[src/rtl/led_bar_pkg.sv]
// Shared definitions for the LED bar arbiter: sizes, FSM state type,
// the PMOD pin to leds-bit wiring table and the round-robin pick helper.
package led_bar_pkg;

  localparam int NUM_REQ   = 4;
  localparam int LED_W     = 8;
  localparam int REQ_IDX_W = 2;

  typedef enum logic {
    IDLE = 1'b0,
    OWN  = 1'b1
  } arb_state_e;

  // Entry n gives the leds bit that drives pin PMOD(n+1); the bar is wired
  // with odd pins carrying the upper nibble and even pins the lower nibble.
  localparam logic [2:0] PMOD_LED_IDX [LED_W] = '{3'd4, 3'd0, 3'd5, 3'd1,
                                                  3'd6, 3'd2, 3'd7, 3'd3};

  // Active-low pin vector, bit n = PMOD(n+1).
  function automatic logic [LED_W-1:0] pmod_drive(input logic [LED_W-1:0] leds);
    pmod_drive = '1;
    for (int n = 0; n < LED_W; n++) begin
      pmod_drive[n] = ~leds[PMOD_LED_IDX[n]];
    end
  endfunction

  // First asserted request scanning upward from last+1, wrapping modulo NUM_REQ.
  // last itself is considered only after every other requester.
  function automatic logic [REQ_IDX_W-1:0] rr_pick(input logic [NUM_REQ-1:0]   req,
                                                   input logic [REQ_IDX_W-1:0] last);
    logic [REQ_IDX_W-1:0] idx;
    logic                 found;
    rr_pick = last;
    found   = 1'b0;
    for (int i = 1; i <= NUM_REQ; i++) begin
      idx = last + REQ_IDX_W'(i);
      if (!found && req[idx]) begin
        rr_pick = idx;
        found   = 1'b1;
      end
    end
  endfunction

endpackage

[src/rtl/led_tick_prescaler.sv]
// Free-running prescaler: tick pulses for one cycle every 2^PRESCALE_W cycles,
// on the cycle the counter sits at all-ones. The raw count is exported for
// the optional heartbeat blink.
module led_tick_prescaler #(
  parameter int PRESCALE_W = 20
) (
  input  logic                  CLK,
  input  logic                  RST_N,
  output logic                  tick,
  output logic [PRESCALE_W-1:0] count
);

  logic [PRESCALE_W-1:0] count_q;
  logic [PRESCALE_W-1:0] count_d;

  // Next count simply wraps through all-ones back to zero.
  always_comb begin
    count_d = count_q + PRESCALE_W'(1);
  end

  // Counter register, cleared by reset.
  always_ff @(posedge CLK or negedge RST_N) begin
    if (!RST_N) begin
      count_q <= '0;
    end else begin
      count_q <= count_d;
    end
  end

  assign tick  = &count_q;
  assign count = count_q;

endmodule

[src/rtl/led_bar_arbiter.sv]
// Round-robin arbiter handing a shared 8-LED bar to one of four requesters.
// The owner keeps the bar until it drops its request, or until it has held
// it for DWELL_TICKS prescaler ticks while someone else is waiting. One dark
// IDLE cycle always separates consecutive grants.
//
// Build option: define LED_BAR_ARBITER_HEARTBEAT_EN to make the status LED a
// free-running blink from the prescaler MSB instead of a "bar owned" light.
//
// state | meaning
// ------+----------------------------------------------------------------
// IDLE  | no grant, bar dark; any request is granted on the next edge
// OWN   | one requester granted, its pattern mirrored onto the bar
module led_bar_arbiter
  import led_bar_pkg::*;
#(
  parameter int PRESCALE_W  = 20,
  parameter int DWELL_TICKS = 8
) (
  input  logic                     CLK,
  input  logic                     RST_N,
  input  logic [NUM_REQ-1:0]       REQ,
  input  logic [NUM_REQ*LED_W-1:0] PAT,
  output logic [NUM_REQ-1:0]       GNT,
  output logic [REQ_IDX_W-1:0]     OWNER,
  output logic                     LED,
  output logic                     PMOD1,
  output logic                     PMOD2,
  output logic                     PMOD3,
  output logic                     PMOD4,
  output logic                     PMOD5,
  output logic                     PMOD6,
  output logic                     PMOD7,
  output logic                     PMOD8
);

  localparam logic [7:0] DWELL_MAX = 8'(DWELL_TICKS);

  logic                  tick;
  logic [PRESCALE_W-1:0] prescale_count;

  led_tick_prescaler #(
    .PRESCALE_W(PRESCALE_W)
  ) u_prescaler (
    .CLK  (CLK),
    .RST_N(RST_N),
    .tick (tick),
    .count(prescale_count)
  );

  arb_state_e           state_q, state_d;
  logic [NUM_REQ-1:0]   gnt_q, gnt_d;
  logic [REQ_IDX_W-1:0] owner_q, owner_d;
  logic [LED_W-1:0]     leds_q, leds_d;
  logic [7:0]           dwell_q, dwell_d;

  logic [REQ_IDX_W-1:0] winner;
  logic                 owner_req;
  logic                 other_req;
  logic                 dwell_full;

  // Next-state and next-output decisions for the arbiter.
  always_comb begin
    state_d    = state_q;
    gnt_d      = gnt_q;
    owner_d    = owner_q;
    leds_d     = leds_q;
    dwell_d    = dwell_q;
    winner     = rr_pick(REQ, owner_q);
    owner_req  = REQ[owner_q];
    other_req  = |(REQ & ~gnt_q);
    dwell_full = (dwell_q == DWELL_MAX);

    case (state_q)
      IDLE: begin
        gnt_d  = '0;
        leds_d = '0;
        if (|REQ) begin
          state_d = OWN;
          gnt_d   = NUM_REQ'(1) << winner;
          owner_d = winner;
          dwell_d = '0;
        end
      end
      OWN: begin
        // Release wins over preemption, though both land in IDLE anyway.
        if (!owner_req || (dwell_full && other_req)) begin
          state_d = IDLE;
          gnt_d   = '0;
          leds_d  = '0;
        end else begin
          leds_d = PAT[{owner_q, 3'b000} +: LED_W];
          if (tick && !dwell_full) begin
            dwell_d = dwell_q + 8'd1;
          end
        end
      end
    endcase
  end

  // Arbiter state and registered outputs; OWNER resets to 3 so requester 0
  // is the first round-robin candidate.
  always_ff @(posedge CLK or negedge RST_N) begin
    if (!RST_N) begin
      state_q <= IDLE;
      gnt_q   <= '0;
      owner_q <= '1;
      leds_q  <= '0;
      dwell_q <= '0;
    end else begin
      state_q <= state_d;
      gnt_q   <= gnt_d;
      owner_q <= owner_d;
      leds_q  <= leds_d;
      dwell_q <= dwell_d;
    end
  end

  logic [LED_W-1:0] pmod_n;

  assign pmod_n = pmod_drive(leds_q);
  assign PMOD1  = pmod_n[0];
  assign PMOD2  = pmod_n[1];
  assign PMOD3  = pmod_n[2];
  assign PMOD4  = pmod_n[3];
  assign PMOD5  = pmod_n[4];
  assign PMOD6  = pmod_n[5];
  assign PMOD7  = pmod_n[6];
  assign PMOD8  = pmod_n[7];

  assign GNT   = gnt_q;
  assign OWNER = owner_q;

`ifdef LED_BAR_ARBITER_HEARTBEAT_EN
  assign LED = ~prescale_count[PRESCALE_W-1];
`else
  logic unused_prescale_count;
  assign unused_prescale_count = ^prescale_count;
  assign LED = ~(|gnt_q);
`endif

endmodule

[config.mk]
export PLATFORM = sky130hd
export DESIGN_NAME = led_bar_arbiter
export DESIGN_NICKNAME = d
export VERILOG_FILES = /design/src/rtl/led_bar_pkg.sv /design/src/rtl/led_tick_prescaler.sv /design/src/rtl/led_bar_arbiter.sv
export SDC_FILE = /design/constraint.sdc
export NUM_CORES = 1
export LEC_CHECK = 0
export BUFFER_PORTS_ARGS = -buffer_cell sky130_fd_sc_hd__buf_2
export CAP_MARGIN = 40
export CORE_ASPECT_RATIO = 1.2
export CORE_MARGIN = 4
export CORE_UTILIZATION = 40
export CTS_CLUSTER_SIZE = 12
export DETAILED_ROUTE_END_ITERATION = 8
export PLACE_DENSITY = 0.64
export SYNTH_ARGS = -nofsm -noshare
export SYNTH_HDL_FRONTEND = slang
export SYNTH_SLANG_ARGS = --single-unit
[constraint.sdc]
create_clock -name CLK -period 2.4 [get_ports CLK]
set_clock_uncertainty 0.2 [all_clocks]
set_input_delay 0 -clock CLK [delete_from_list [all_inputs] [get_ports CLK]]
set_output_delay 0 -clock CLK [all_outputs]
set_load 0.1 [all_outputs]
; ---- Yosys cells after proc, flatten, opt, wreduce, memory -nomap -nowiden
; Cells that the tools add are included.
[totals]
reg_bits = 43
in_bits = 38
output_inout_bits = 15
elab_cells = 78
[op_classes]
add_sub_neg = 5
order_cmp = 4
eq_ne = 5
shifts = 2
muxes = 27
n_bitwise = 12
reduce_logical = 17
[ops]
columns = op, n
row1 = two-way mux 8 bit, 4
row2 = case mux 8 bit (2 select lines), 2
row3 = indexed part select 32 x 6 -> 8 bit, 1
row4 = "adder 20 x 1 -> 20 bit, second input constant", 1
row5 = AND reduction 20 bit, 1
row6 = "< comparator 2 x 3 -> 1 bit, second input constant", 4
row7 = OR reduction 4 bit, 3
row8 = NOT 1 bit, 10
row9 = two-way mux 1 bit, 9
row10 = "adder 8 x 1 -> 8 bit, second input constant", 1
row11 = binary-select mux 1 bit (select 2 bit), 4
row12 = "== test 8 x 4 -> 1 bit, second input constant", 1
row13 = two-way mux 2 bit, 4
row14 = two-way mux 4 bit, 2
row15 = case mux 4 bit (2 select lines), 1
row16 = logical AND 1 bit, 5
row17 = logical NOT 1 bit, 5
row18 = "adder 2 bit, second input constant", 2
row19 = bitwise AND 4 bit, 1
row20 = "inequality test 2 x 1 -> 1 bit, second input constant", 2
row21 = "inequality test 2 bit, second input constant", 2
row22 = NOT 4 bit, 1
row23 = "left shift 1 x 2 -> 4 bit, first input constant", 1
row24 = AND reduction 3 bit, 1
row25 = other kinds (4), 4

; ---- Longest topological paths before layout
; Gate-level depths: netlist (run 1).
[depth]
ltp_word = 16
ltp_mapped = 7
depth_no_buf = 6

; ---- Cells and area by module
; Synthesis (run 1) repeated with hierarchy kept, for this count alone.
[unflattened]
cells_unflattened = 196
hier_area_um2 = 2225.9
[modules_own_cells]
columns = mod, n_inst, cells_per_inst, area_per_inst_um2, seq_area_each_um2
row1 = led_bar_arbiter, 1, 123, 1345.0, 578.1
row2 = led_tick_prescaler, 1, 73, 880.8, 500.5

; ---- Least setup slack after synthesis (run 1)
; Ideal clock, no wire load.
[synth_path]
path_kind = register -> output
from = register gnt_q[0], in the netlist GNT[0]
to = output port LED
t_arrival_ns = 3.790
t_required_ns = 2.200
setup_slack_ns = -1.590
stages_incl_launch_ff = 2
path_buffers = 0
path_cell_list = dfrtp_1 > nor4_1
[synth_via]
elab_chain_len = 2
[synth_rtl]
columns = item, line_no
row1 = from (decl), led_bar_arbiter.sv:51  ; logic [NUM_REQ-1:0] gnt_q, gnt_d;
row2 = from (signal assigned), led_bar_arbiter.sv:111  ; gnt_q <= gnt_d;
row3 = OR reduction 4 bit, led_bar_arbiter.sv:138  ; assign LED = ~(|gnt_q);
row4 = NOT 1 bit, led_bar_arbiter.sv:138
row5 = to (decl), led_bar_arbiter.sv:25  ; output logic LED,
; Every way passes these cells.

; ---- Worst setup path in the final report (run 1)
[layout_path]
from = register owner_q[0], in the netlist OWNER[0]
to = register leds_q[6]
[layout_via]
elab_chain_len = 6
elab_cells_between_ends = 7
cone_classes = shift: 1 / mux: 4 / reduce/logical: 2
[layout_rtl]
columns = item, line_no
row1 = from (decl), led_bar_arbiter.sv:52  ; logic [REQ_IDX_W-1:0] owner_q, owner_d;
row2 = from (signal assigned), led_bar_arbiter.sv:112  ; owner_q <= owner_d;
row3 = "parallel branches: the longest is 4 deep, another holds indexed part select 32 x 6 -> 8 bit", --
row4 = two-way mux 8 bit (*), led_bar_arbiter.sv:86  ; if (!owner_req || (dwell_full && other_req)) begin
row5 = case mux 8 bit (2 select lines) (*), led_bar_arbiter.sv:73  ; case (state_q)
row6 = net leds_d[6], led_bar_arbiter.sv:53  ; logic [LED_W-1:0] leds_q, leds_d;
row7 = to (signal assigned), led_bar_arbiter.sv:113  ; leds_q <= leds_d;
row8 = to (decl), led_bar_arbiter.sv:53
; Mark *: on every way through the listed nets, which the timed path passes. The select of a mux whose other input is x is not followed.
; A chain may end at the register's enable or synchronous reset.

==> metrics.yaml, run 1 <==
port_buffers: 52
critPathMaxFanout: 12
ys_seq_area_frac: 0.469
critPathTopFamily: "buffers and inverters"
rrSetupSlack_ps: 90
crit_path_end_kind: "register"
power_density_nw_per_um2: 1150
rows: 30
synth_nets: 249
critPathLaunchType: "register"
grt_max_degree: 30
first_global_vias: 1917
fillers: 502
leakage_nw: 1.37
fmax_ghz: 0.433
diodes: 0
vias: 1819
syn_area_per_cell_um2: 11.1
hp-start: "REQ[1]"
firstDrtPassIters: 4
track_usage: 0.153
reg2reg_depth: 4
nets: 330
slew_viol_final: 0
die_y_um: 91.0
grt-ovfl-total: 0
layout-drive-gt1-share: 0.300
fp.coreArea_um2: 5630
relSlewSlack: 0.578
critical_path.max_stage_delay_ps: 580
setup_violations: 0
antenna_found_initial: 0
status: "complete, no violations"
rsz0062_at_grt: "false"
worstReg2RegStart: "OWNER[0]"
criticalPathCategory: "reg -> reg"
clkTransAtPathRegs_ps: 80
r2r_end: "leds_q[6]"
cts_max_path_buffers: 2
max_cap_viol_count: 0
ant_nets: 0
cts_tree: "done"
synth.distinct_cells: 38
yosys.area.top_type: "dfrtp_1"
tightest_slew_ps: 627
drt_drc_violations_left: 0
critPathRequiredTime_ps: 2390
ios: 53
layout_min_cycle_time_ps: 2310
holdWs_ps: 66.0
fp.dieW_um: 77.2
ys_ff_latch: 43
wl_per_cell_um: 13.7
root_buffer: "clkbuf_8"
drt_iter0_drc: 27
multi_input_area_um2: 1150
htree_levels: 2
hold_viol: 0
post-dp-hpwl_um: 3570
dieArea_um2: 7030
path_cells: "buf_8 -> mux4_2 -> dlygate4sd3_1 -> and2_1"
peakVddDrop_uv: 891
worst_hold_path.endpoint: "OWNER[1]"
clock_latency_ps: 300
yosysTopAreaCellShare: 0.446
area_delta_synth_final_pct: 31.7
gp_congestion: 0.757
netlist_top_cells_area: "dfrtp_1 (45%), mux4_2 (7.8%), xnor2_1 (4.6%), mux2i_1 (4.4%), nand2b_1 (3.3%)"
start_util: 0.408
synth_warnings: 0
wl_um: 4850
setup_tns_ps: 0
clock-sinks: 43
synth_area_um2: 2300
critPathBufInv: 2
crit_arrival_ps: 2310
hold-path-cell-count: 5
slowest_stage: "dfstp_2"
area.sequential_um2: 1080
period_share: 0.963
grt_pass1_wl_um: 8500
via_per_inst: 5.14
cts_buffers: 5
hold_class: "in -> reg"
netlist_instances: 208
==> worst min-delay path: stages <==
cell and delay [ps]:
buf_2 130, a21o_1 90, o211ai_1 110, o31ai_1 140
o21ai_0 90
==> state kept, by name, summed over array words and instances (netlist names) <==
register and flops:
state_q 1, u_prescaler.count 20, leds_q 8, GNT 4, dwell_q 8, OWNER 2
==> layout make-up <==
class	count	share of cell area
Sequential cell	43	0.358
Clock buffer	5	0.0227
Tap cell	64	0.0265
Inverter	16	0.0198
Timing Repair Buffer	80	0.180
Clock inverter	3	0.0145
Multi-Input combinational cell	143	0.379
==> per-stage QoR <==
step                      cells   util  instance area [um2]  worst slack, ps  total power, mW
after floorplan             208      -                 2320             41.4             2.46
after global placement      323  0.473                 2660              148             2.76
after detailed placement    324  0.476                 2680              188             2.78
after CTS                   354  0.536                 3020             56.7             3.48
after global routing        354  0.538                 3030             13.4             3.66
final                       354  0.538                 3030             88.3             3.48
==> cells in the mapped netlist <==
| cell | count |
|---|---|
| dfrtp_1 | 41 |
| nand2_1 | 19 |
| inv_1 | 16 |
| nand2b_1 | 12 |
| nand3_1 | 12 |
| xnor2_1 | 12 |
| mux2i_1 | 10 |
| nor2_1 | 9 |
| and2_1 | 8 |
| mux4_2 | 8 |
| nand4_1 | 6 |
| xor2_1 | 6 |
| nor4_2 | 5 |
| a21oi_1 | 4 |
| nor3_1 | 4 |
| and3_1 | 3 |
| clkbuf_1 | 3 |
| ha_1 | 3 |
| a21o_1 | 2 |
| a22o_1 | 2 |
| buf_2 | 2 |
| dfstp_2 | 2 |
| nor4_1 | 2 |
| o2bb2ai_1 | 2 |
| o31ai_1 | 2 |
| and4_1 | 1 |
| buf_6 | 1 |
| nand3b_1 | 1 |
| nor3_2 | 1 |
| nor4b_2 | 1 |
| o2111ai_1 | 1 |
| o211ai_1 | 1 |
| o21ai_0 | 1 |
| o22a_1 | 1 |
| o311ai_4 | 1 |
| o31a_1 | 1 |
| or4_1 | 1 |
| or4_4 | 1 |
==> cell families (layout without fill, tap and decap cells) <==
| family | count (synthesis) | after routing | synth area share |
|---|---|---|---|
| mux | 18 | 18 | 0.122 |
| xor+xnor | 18 | 18 | 0.0686 |
| fa+ha+maj | 3 | 3 | 0.0163 |
| flops | 43 | 43 | 0.469 |
| simple gates | 86 | 86 | 0.218 |
| compound gates | 18 | 18 | 0.0653 |
| buf+inv | 22 | 104 | 0.0403 |
==> cell usage in the layout (no fill, tap or decap), types with 2 or more instances in the layout <==
master / count
nand4_1: 6
mux2i_1: 10
o2bb2ai_1: 2
o31ai_1: 2
dfrtp_1: 41
nand2b_1: 12
ha_1: 3
buf_2: 52
xnor2_1: 12
inv_1: 16
nor3_1: 4
xor2_1: 6
dlygate4sd3_1: 22
nand3_1: 12
a21o_1: 2
clkbuf_8: 5
mux4_2: 8
and2_1: 8
nand2_1: 19
nor2_1: 9
a21oi_1: 3
a22o_1: 2
buf_4: 4
nor4_2: 5
and3_1: 3
==> metal layers <==
layer / share of wire / GRT usage / vias to the layer above
li1: - / - / 894
met1: 0.41 / 0.177 / 869
met2: 0.52 / 0.269 / 47
met4: 0.022 / 0.0638 / 0
met3: 0.045 / 0.0347 / 9
met5: 0 / 0 / -
==> power breakdown <==
part	internal, mW	leakage [nW]	switching, mW
registers	0.858	0.571	0.141
logic	0.575	0.744	1.35
clock network	0.310	0.0581	0.250
==> worst max path at each step <==
stage,startpoint,to,slack (ps),cells after the start
3_3_place_gp,OWNER[1],GNT[0],150,4
4_1_cts,OWNER[0],leds_q[5],60,4
2_1_floorplan,OWNER[1],leds_q[0],40,6
3_5_place_dp,OWNER[1],GNT[2],190,4
5_1_grt,OWNER[0],leds_q[6],10,4
6_report,OWNER[0],leds_q[6],90,4
==> what timing repair did <==
item / 4_1_cts / 5_1_grt
resized for setup: 0 / 3
setup endpoints to repair: 0 / 9
hold buffers: 22 / 0
setup buffers: 0 / 0
endpoints found under the hold margin: 56 / 0
Power figures use the tool's default switching activity.
==> run 2: changes to the inputs <==
- CORE_UTILIZATION: 40 -> 53
- PLACE_DENSITY: 0.64 -> 0.81
==> metrics.yaml, run 2 (synthesized netlist as in run 1, its figures left out) <==
diodes: 0
clock-sinks: 43
grt_max_degree: 28
root_buffer: "clkbuf_8"
tightest_slew_ps: 677
rsz0062_at_grt: "false"
drt_drc_violations_left: 0
slew_viol_final: 0
hold_class: "in -> async"
multi_input_area_um2: 1150
cts_buffers: 5
rows: 25
track_usage: 0.220
power_density_nw_per_um2: 1190
holdWs_ps: 56.6
layout-drive-gt1-share: 0.300
post-dp-hpwl_um: 3590
period_share: 0.958
via_per_inst: 5.56
gp_congestion: 0.794
rrSetupSlack_ps: 100
relSlewSlack: 0.544
fillers: 270
firstDrtPassIters: 4
worstReg2RegStart: "OWNER[0]"
finalPower_mw: 3.60
r2r_end: "leds_q[5]"
nets: 330
place_ws_ps: 175
critPathRequiredTime_ps: 2390
wl_um: 5320
die_y_um: 80.1
reg2reg_depth: 4
clock_latency_ps: 300
wl_per_cell_um: 15.5
criticalPathCategory: "reg -> reg"
ios: 53
cts_tree: "done"
port_buffers: 52
max_cap_viol_count: 0
dieArea_um2: 5460
area.sequential_um2: 1080
layout_min_cycle_time_ps: 2300
critPathMaxFanout: 12
critPathLaunchType: "register"
vias: 1912
first_global_vias: 1995
leakage_nw: 1.38
layout_commonest_cell: "buf_2"
start_util: 0.565
layout_common_cells: "buf_2 (52), dfrtp_1 (41), dlygate4sd3_1 (21), nand2_1 (19), inv_1 (16)"
drt_iter0_drc: 109
cts_max_path_buffers: 2
fmax_ghz: 0.435
final_util: 0.745
antenna_found_initial: 0
grt-ovfl-total: 0
grt_pass1_wl_um: 9120
peakVddDrop_uv: 978
area_delta_synth_final_pct: 31.7
status: "complete, no violations"
crit_arrival_ps: 2290
ant_nets: 0
fp.dieW_um: 68.1
setup_violations: 0
fp.coreArea_um2: 4070
largest_reg_flops: 20
setup_ws_ps: 100
hold_viol: 0
clkTransAtPathRegs_ps: 80
htree_levels: 2
setup_tns_ps: 0
crit_path_end_kind: "register"
-- run 2: changes by cell type in the layout (fill, tap and decap cells not counted) --
cell | before | now
buf_8 | 1 | 0
clkinv_4 | 1 | 0
buf_6 | 0 | 1
dlygate4sd3_1 | 22 | 21
clkinv_2 | 1 | 0
buf_4 | 4 | 5
clkbuf_1 | 0 | 1
bufinv_16 | 1 | 2
-- run 2: through the flow --
| stage | instances | area, um2 |
|---|---|---|
| after global routing | 344 | 3030 |
| after floorplan | 208 | 2320 |
| after CTS | 343 | 3010 |
| after global placement | 313 | 2650 |
| final | 344 | 3030 |
| after detailed placement | 314 | 2670 |
-- run 2: power by group --
part / internal (mW) / switching (mW) / total (mW)
sequential: 0.858 / 0.141 / 0.999
combinational: 0.578 / 1.36 / 1.93
clock: 0.416 / 0.254 / 0.671
total: 1.85 / 1.75 / 3.60
-- run 2: per-layer routing --
metal | track usage | vias to the layer above | wire length, um
met1 | 0.248 | 932 | 1980
met2 | 0.392 | 78 | 2880
met4 | 0.0795 | 0 | 135
li1 | - | 888 | -
met3 | 0.0559 | 14 | 322
met5 | 0 | - | 0
-- run 2: timing repair --
action | 4_1_cts | 5_1_grt
gates resized for setup | 0 | 2
buffers inserted | 0 | 1
setup endpoints to repair | 0 | 13
hold endpoints to repair | 54 | 0
hold buffers | 21 | 0
-- run 2: cell type report --
cell class,instances,share of cell area
Multi-Input combinational cell,143,0.379
Sequential cell,43,0.357
Timing Repair Buffer,80,0.178
Clock buffer,6,0.0240
Tap cell,54,0.0223
Clock inverter,2,0.0198
Inverter,16,0.0198
-- run 2: worst max-delay path, stage by stage (launching register included) --
cell and delay [ps]:
dfstp_2 560, buf_6 180, mux4_2 500, dlygate4sd3_1 570, and2_1 170
-- run 2: how the worst max path moves through the flow --
stage,start,to,cells after the start
3_3_place_gp,u_prescaler.count[0],dwell_q[4],6
3_5_place_dp,OWNER[1],GNT[2],4
5_1_grt,OWNER[0],leds_q[5],4
4_1_cts,OWNER[0],leds_q[5],4
6_report,OWNER[0],leds_q[5],4
2_1_floorplan,OWNER[1],leds_q[0],6
==> run 3: changes to the inputs <==
- CORE_ASPECT_RATIO: 1.2 -> 0.75
==> metrics.yaml, run 3 (synthesized netlist as in run 1, its figures left out) <==
max_cap_viol_count: 0
ios: 53
internal_power_mw: 1.75
drt_iter0_drc: 130
setup_ws_ps: 77.9
firstDrtPassIters: 5
critical_path.max_stage_delay_ps: 600
cts_tree: "done"
path_depth: 4
ant_nets: 0
setup_violations: 0
area_delta_synth_final_pct: 33.0
gp_congestion: 0.831
relSlewSlack: 0.444
clock-sinks: 43
htree_levels: 2
critPathMaxFanout: 6
netSwitchingPower_mw: 1.79
fmax_ghz: 0.431
fp.dieW_um: 84.0
power_frac_clock: 0.153
crit_arrival_ps: 2310
nets: 336
grt_max_degree: 39
period_share: 0.968
antenna_found_initial: 1
layout_common_cells: "buf_2 (52), dfrtp_1 (41), dlygate4sd3_1 (25), nand2_1 (19), inv_1 (16)"
drt_drc_violations_left: 0
dieArea_um2: 5470
leakage_nw: 1.39
critPathBufInv: 2
pwr-share-comb: 0.562
fp.coreArea_um2: 4130
port_buffers: 52
rows: 20
hold_class: "in -> async"
dp_cells: 314
post-dp-hpwl_um: 3750
place_ws_ps: 86.9
first_global_vias: 2073
rsz0062_at_grt: "false"
layout_min_cycle_time_ps: 2320
hold_viol: 0
p_sw_frac: 0.505
path_cells: "buf_6 -> mux4_2 -> dlygate4sd3_1 -> and2_1"
wl_um: 6100
critPathLaunchType: "register"
layout-drive-gt1-share: 0.298
peakVddDrop_uv: 1350
start_util: 0.557
cts_max_path_buffers: 2
tightest_slew_ps: 835
critPathTopFamily: "buffers and inverters"
status: "complete, no violations"
seq_power_share: 0.285
die_y_um: 65.0
reg2reg_depth: 4
criticalPathCategory: "reg -> reg"
clkTransAtPathRegs_ps: 80
cts_buffers: 5
track_usage: 0.239
vias: 1954
setup_tns_ps: 0
slowest_stage: "dfstp_2"
grt-ovfl-total: 0
crit_path_end_kind: "register"
largest_reg_flops: 20
clock_latency_ps: 290
grt_pass1_wl_um: 10100
critPathRequiredTime_ps: 2390
layout_commonest_cell: "buf_2"
slew_viol_final: 0
via_per_inst: 5.57
power_density_nw_per_um2: 1160
fin_cells: 351
wl_per_cell_um: 17.4
finalPower_mw: 3.54
root_buffer: "clkbuf_8"
## run 3: cell count changes in the layout (fill, tap and decap cells not counted), sizes merged
cell	before	now
diode	0	1
bufinv	2	1
buf	59	61
dlygate4sd3	21	25
## run 3: cell type report
type / instances / area (um2)
well taps: 55 / 68.8
clock inverters: 1 / 30.0
flip-flops and latches: 43 / 1080
multi-input cells: 143 / 1150
inverters: 16 / 60.1
clock buffers: 6 / 72.6
repair buffers: 86 / 594
fillers: 270 / 1070
diodes: 1 / 2.50
## run 3: timing repair
item                                    in CTS  in global routing
endpoints found under the setup margin       0                 12
setup buffers                                0                  4
hold endpoints to repair                    56                  0
gates resized for setup                      0                  2
hold buffers                                25                  0
## run 3: worst register-to-register path: cells and delay by family, from the launching register on
family,cells,cell delay (ps)
mux,1,510
buf+inv,2,740
simple gates,1,170
flops,1,600
## run 3: path summary, 6_finish.rpt
path	startpoint	to	slack (ps)
setup / recovery	OWNER[0]	leds_q[2]	80
hold reg to reg	u_prescaler.count[18]	u_prescaler.count[18]	270
setup reg to reg	OWNER[0]	leds_q[2]	80
max in group asynchronous	RST_N	dwell_q[5]	1320
hold / removal	RST_N	leds_q[2]	10
min in group CLK	REQ[1]	OWNER[1]	160
## run 3: per-stage QoR
step	hold slack, ps	cell area [um2]	util
after floorplan	-496	2320	-
after global placement	-5.07	2640	0.640
after detailed placement	-351	2660	0.645
after CTS	18.9	3020	0.731
after global routing	40.8	3060	0.740
final	11.3	3060	0.740
## run 3: power groups by stage
stage | combinational (mW) | clock (mW) | sequential, mW
after floorplan | 1.17 | 0 | 1.28
after global placement | 1.73 | 0 | 1.02
after detailed placement | 1.76 | 0 | 1.03
after CTS | 1.88 | 0.548 | 1.01
after global routing | 2.07 | 0.573 | 1.03
final | 1.99 | 0.543 | 1.01
## run 3: layer usage
layer  share of wire  up-vias  GRT usage
met5               0        -          0
li1                -      906          -
met4           0.043        0      0.127
met3           0.047       25     0.0521
met2            0.49       69      0.400
met1            0.42      954      0.290
